--- src/rtl/serial_deframer.sv ---
// ============================================================================
// Module      : serial_deframer
// Description : Recovers start/data/stop framed serial bits into parallel
//               words behind a one-entry valid/ready output buffer.
// Revision    : 1.0 - initial release
// ============================================================================
`default_nettype none

module serial_deframer #(
    parameter int DATA_W    = 8,
    parameter bit MSB_FIRST = 1'b1
) (
    input  logic              clk,
    input  logic              rst,
    input  logic              serial_in,
    input  logic              serial_valid,
    output logic [DATA_W-1:0] data_out,
    output logic              out_valid,
    input  logic              out_ready,
    output logic              frame_err,
    output logic              overrun
);

    localparam int C_CNT_W = $clog2(DATA_W) + 1;

    typedef enum logic [1:0] {
        IDLE = 2'd0,
        DATA = 2'd1,
        STOP = 2'd2
    } state_t;

    state_t              state_q, state_d;
    logic [C_CNT_W-1:0]  cnt_q, cnt_d;
    logic [DATA_W-1:0]   shift_q, shift_d;
    logic [DATA_W-1:0]   data_q, data_d;
    logic                valid_q, valid_d;
    logic                ferr_q, ferr_d;
    logic                ovr_q, ovr_d;
    logic                w_frame_done;
    logic [DATA_W-1:0]   w_shifted;

    generate
        if (MSB_FIRST) begin : g_msb_first
            assign w_shifted = {shift_q[DATA_W-2:0], serial_in};
        end else begin : g_lsb_first
            assign w_shifted = {serial_in, shift_q[DATA_W-1:1]};
        end
    endgenerate

    always_comb begin
        state_d      = state_q;
        cnt_d        = cnt_q;
        shift_d      = shift_q;
        data_d       = data_q;
        valid_d      = valid_q;
        ferr_d       = 1'b0;
        ovr_d        = 1'b0;
        w_frame_done = 1'b0;

        if (serial_valid) begin
            case (state_q)
                IDLE: begin
                    if (!serial_in) begin
                        state_d = DATA;
                        cnt_d   = '0;
                    end
                end
                DATA: begin
                    shift_d = w_shifted;
                    cnt_d   = cnt_q + C_CNT_W'(1);
                    if (cnt_q == C_CNT_W'(DATA_W - 1)) begin
                        state_d = STOP;
                    end
                end
                STOP: begin
                    // A bad stop bit only ends the frame; it never doubles as a start bit.
                    state_d = IDLE;
                    if (serial_in) begin
                        w_frame_done = 1'b1;
                    end else begin
                        ferr_d = 1'b1;
                    end
                end
                default: state_d = IDLE;
            endcase
        end

        if (valid_q && out_ready) begin
            valid_d = 1'b0;
        end

        // A consumer handshake in the same cycle frees the slot for the new word.
        if (w_frame_done) begin
            if (!valid_q || out_ready) begin
                data_d  = shift_q;
                valid_d = 1'b1;
            end else begin
                ovr_d = 1'b1;
            end
        end
    end

    always_ff @(posedge clk) begin
        if (!rst) begin
            state_q <= IDLE;
            cnt_q   <= '0;
            shift_q <= '0;
            data_q  <= '0;
            valid_q <= 1'b0;
            ferr_q  <= 1'b0;
            ovr_q   <= 1'b0;
        end else begin
            state_q <= state_d;
            cnt_q   <= cnt_d;
            shift_q <= shift_d;
            data_q  <= data_d;
            valid_q <= valid_d;
            ferr_q  <= ferr_d;
            ovr_q   <= ovr_d;
        end
    end

    assign data_out  = data_q;
    assign out_valid = valid_q;
    assign frame_err = ferr_q;
    assign overrun   = ovr_q;

endmodule

`default_nettype wire

--- config.mk ---
export PLATFORM = sky130hd
export DESIGN_NAME = serial_deframer
export DESIGN_NICKNAME = d
export VERILOG_FILES = /design/src/rtl/serial_deframer.sv
export SDC_FILE = /design/constraint.sdc
export NUM_CORES = 1
export LEC_CHECK = 0
export ABC_CLOCK_PERIOD_IN_PS = 1350
export CAP_MARGIN = 10
export CORE_UTILIZATION = 40
export CTS_BUF_LIST = sky130_fd_sc_hd__clkbuf_8 sky130_fd_sc_hd__clkbuf_16
export DETAILED_ROUTE_END_ITERATION = 8
export DONT_BUFFER_PORTS = 1
export MAX_ROUTING_LAYER = met4
export SLEW_MARGIN = 20
export SYNTH_ARGS = -nofsm -noshare
export SYNTH_HDL_FRONTEND = slang
export SYNTH_SLANG_ARGS = --single-unit
--- constraint.sdc ---
create_clock -name clk -period 1.35 [get_ports clk]
set_input_delay 0.27 -clock clk [delete_from_list [all_inputs] [get_ports clk]]
set_output_delay 0.27 -clock clk [all_outputs]
set_load 0.1 [all_outputs]
After elaboration in Yosys (flattened, before gate mapping)
Cells that the tools add are included.
Operators by class
  add/sub/neg operators: 1
  reductions and logical operators: 11
  multiplexer cells: 13
  equal/unequal tests: 5
Operator list (count)
  AND reduction 3 bit: 3
  two-way mux 1 bit: 8
  case mux 4 bit (2 select lines): 1
  AND reduction 2 bit: 3
  adder 4 x 1 -> 4 bit, second input constant: 1
  equality test 4 x 3 -> 1 bit, second input constant: 1
  two-way mux 2 bit: 2
  two-way mux 4 bit: 1
  inequality test 2 bit, second input constant: 2
  case mux 2 bit (2 select lines): 1
  equality test 2 x 1 -> 1 bit, second input constant: 1
  equality test 2 bit, second input constant: 1
  zero test 2 bit: 1
  nonzero test 2 bit: 1
  logical AND 1 bit: 1
  zero test 1 bit: 1
  logical OR 1 bit: 1
Storage, ports and cells
  word-level logic and storage cells: 37
  output and inout bits: 11
  flip-flop bits (word level): 25

Logic depth before layout (Yosys ltp)
  depth after elaboration: 4
  depth in mapped cells: 4
  gate-level depth less buffers: 4

Least setup slack after synthesis
Ideal clock, no wire load.
  path kind: register to register
  start: reg valid_q, in the netlist out_valid
  end: reg data_q[0], in the netlist data_out[0]
  cell stages (with the launch flop): 5
  buffers on the path: 1
  setup time: 0.120 ns
  slack: -0.333 ns
  data required time: 1.230 ns
  data arrival time: 1.563 ns
  cells stage by stage: dfxtp_1 > nor2b_1 > nor4b_2 > buf_4 > mux2i_1
On the way
  longest elaborated chain between the ends: 3
RTL lines
  from (decl): line 36  | logic valid_q, valid_d;
  from (signal assigned): line 117  | valid_q <= valid_d;
  zero test 1 bit: line 94  | if (!valid_q || out_ready) begin
  logical OR 1 bit: line 94
  AND reduction 2 bit (no line)
  to (signal assigned): line 116  | data_q <= data_d;
  to (decl): line 35  | logic [DATA_W-1:0] data_q, data_d;
No other way between the ends.
A chain may end at the register's enable or synchronous reset.

Worst setup path in the final report
  start: reg state_q[1]
  end: reg cnt_q[3]
On the way
  longest elaborated chain between the ends: 3
  elaborated cells on any way between the ends: 6
RTL lines
  from (decl): line 32  | state_t state_q, state_d;
  from (signal assigned): line 113  | state_q <= state_d;
  equality test 2 x 1 -> 1 bit / zero test 2 bit (equally long branches): line 61  | case (state_q)
  nonzero test 2 bit (no line) / inequality test 2 bit (equally long branches)
  AND reduction 3 bit (no line)
  to (signal assigned): line 114  | cnt_q <= cnt_d;
  to (decl): line 33  | logic [C_CNT_W-1:0] cnt_q, cnt_d;
Several ways; a longest one is shown, not always the timed one.

==> results.sh <==
export IMPL_vias=740
export IMPL_yosysUniqueCellTypes=29
export IMPL_routed_wl_um=1918
export IMPL_internal_power_mw=0.9803
export IMPL_ir_worst_vdd_mv=0.7513
export IMPL_arrival_ns=1.52
export IMPL_drt_antenna_violating_nets=0
export IMPL_whs_endpoint="out_valid"
export IMPL_swShare_pct=21.13
export IMPL_antenna_found_initial=0
export IMPL_powerDensity_mw_per_mm2=987.5
export IMPL_hold_buffers=0
export IMPL_ys_seq_elements=25
export IMPL_maxClockFrequency_mhz=753.7
export IMPL_crit_fanout=7
export IMPL_area_delta_synth_final_pct=22.24
export IMPL_synth_area_per_cell_um2=9.807
export IMPL_cts_num_sinks=25
export IMPL_grt_pass1_wl_um=3008
export IMPL_cts_buffer_depth=2
export IMPL_multi_input_area_um2=506.7
export IMPL_io_pins=16
export IMPL_path_class="flip-flop to flip-flop"
export IMPL_rows=18
export IMPL_clkLatencyLatePin_ns=0.27
export IMPL_rr_startpoint="state_q[1]"
export IMPL_layout_common_cells="20 x dfxtp_1, 17 x nand2_1, 16 x mux2i_1"
export IMPL_ff_latch_area_um2=509.2
export IMPL_setup_viol=0
export IMPL_dpl_worst_slack_ns=-0.03427
export IMPL_synth_top_area_share_pct=48.60
export IMPL_ys_seq_area_share_pct=48.60
export IMPL_place_congestion=0.8227
export IMPL_timing_slew_headroom_pct=65.09
export IMPL_layout_nets=128
export IMPL_rrSetupSlack_ns=0.02
export IMPL_hp_class="input pin to flip-flop"
export IMPL_worst_slew_pin_slew_ns=0.5169
export IMPL_cts_tree="done"
export IMPL_final_setup_skew_ns=0.01033
export IMPL_r2r_end="cnt_q[3]"
export IMPL_p_leak_nw=0.5168
export IMPL_rsz0062_at_grt="yes"
export IMPL_synthesis_area_mm2=0.001030
export IMPL_die_h_um=52.74
export IMPL_wl_per_cell_um=12.70
export IMPL_port_buffers=0
export IMPL_p_switching_mw=0.2627
export IMPL_hold_path_cell_count=1
export IMPL_worstPathRequired_ns=1.54
export IMPL_outcome="complete, no violations"
export IMPL_route_detailed_drc=0
export IMPL_cp_start_kind="flip-flop"
export IMPL_cts_buffers=3
export IMPL_hold_violations=0
export IMPL_dp_cells=145
export IMPL_slew_violations=0
export IMPL_gr_total_overflow=0
export IMPL_synth_edf_count=0
export IMPL_syn_nets=111
export IMPL_grt_start_max_net_pins=33
export IMPL_synth_top_area_cell="dfxtp_1"
export IMPL_grt_usage_pct=15.27
export IMPL_path_clk_slew_ns=0.08
export IMPL_post_route_period_util_pct=98.29
export IMPL_synth_cells=105
export IMPL_die_area_mm2=0.002781
export IMPL_cap_violations=0
export IMPL_drt_first_pass_iters=4
export IMPL_rr_worst_depth=3
export IMPL_finalNonFillerCells=151
export IMPL_vias_per_cell=4.901
export IMPL_fillers=243
export IMPL_grt_pass1_vias=670
export IMPL_first_iter_violations=10
export IMPL_power_mw=1.243
export IMPL_diodes=0
export IMPL_drive_above_1_share_pct=23.97
export IMPL_ys_flop_type="dfxtp_1"
export IMPL_root_buffer="clkbuf_8"
export IMPL_setup_tns_ns=0
export IMPL_critPathCaptureType="flip-flop"
export IMPL_cts_htree_levels=1
export IMPL_die_w_um=52.74
export IMPL_yosys_warnings=0
export IMPL_fin_ws_ns=0.02315
export IMPL_ys_top_cells_by_area="dfxtp_1 49%, mux2i_1 16%, nand2_1 6.2%"
export IMPL_async_flop_share_pct=0
export IMPL_final_min_clock_period_ns=1.327
export IMPL_layout_commonest_cell="dfxtp_1"
export IMPL_hp_start="rst"
export IMPL_initial_utilization_pct=41.95
export IMPL_combPwrFrac_pct=4.8
export IMPL_dp_hpwl_um=1269
export IMPL_cp_startpoint="state_q[1]"
export IMPL_core_area_mm2=0.002455
export IMPL_p_seq_share_pct=60.0
export IMPL_power_share_clock_pct=35.2
## critical path: stages, from the launching register on
cell,delay [ns]
dfxtp_2,0.36
nand2b_1,0.22
or4_1,0.51
a21oi_1,0.18
## stage by stage
step	instance area, µm²	util, %	hold slack [ns]
4_1_cts	1224	49.85	0.1136
5_1_grt	1259	51.27	0.1192
3_5_place_dp	1172	47.76	0.3946
6_report	1259	51.27	0.1265
2_1_floorplan	1033	-	0.4189
3_3_place_gp	1172	47.76	0.3943
## how the worst max path moves through the flow
stage	to	slack [ns]	cells after the start
after floorplan	data_out[0]	0.09	4
final	cnt_q[3]	0.02	3
after detailed placement	data_out[3]	-0.03	4
after global routing	cnt_q[3]	-0.05	3
after CTS	data_out[4]	0.02	4
after global placement	data_out[6]	0.06	4
## per-layer routing
layer  wire length (µm)  vias up  GRT usage (%)
met3                 71        2          2.609
met2                887       15          21.94
met4                 10        0          6.579
met1                948      334          20.84
li1                   -      389              -
met5                  0        -              -
## flip-flops by register name, indices dropped and copies added, names as in the netlist
name / flops
shift_q: 8
frame_err: 1
cnt_q: 4
overrun: 1
state_q: 2
out_valid: 1
data_out: 8
## area by class of cell
type	count	area share [%]
flip-flops and latches	25	40.46
multi-input cells	71	40.26
repair buffers	17	11.43
inverters	4	1.193
well taps	30	2.982
clock buffers	3	3.280
clock inverters	1	0.3976
## kinds of logic after synthesis
family,Yosys count,synth area share (%)
AND/OR/NAND/NOR,42,23.21
buffers and inverters,9,3.766
AO/OA/AOI/OAI,12,7.654
flip-flops,25,48.60
multiplexers,16,15.55
adder cells (fa/ha/maj),1,1.215
## power by group through the flow
stage / Sequential [mW] / Clock [mW] / Combinational, mW
6_report: 0.746 / 0.437 / 0.0598
5_1_grt: 0.747 / 0.479 / 0.0637
4_1_cts: 0.745 / 0.453 / 0.0509
3_5_place_dp: 0.762 / 0 / 0.0493
3_3_place_gp: 0.761 / 0 / 0.0481
2_1_floorplan: 0.762 / 0 / 0.0415
## synthesized netlist by cell type, types with 2 or more instances
library cell  number
o21ai_0            3
dfxtp_1           25
inv_1              4
nor2b_1           10
mux2i_1           16
o31ai_1            2
nand2_1           17
and3_1             2
or4_1              2
clkbuf_1           3
a21oi_1            3
## timing repair
item | in CTS | in global routing
setup endpoints to repair | 8 | 10
buffers inserted | 0 | 2
gates resized for setup | 1 | 7
Power figures use the tool's default switching activity.
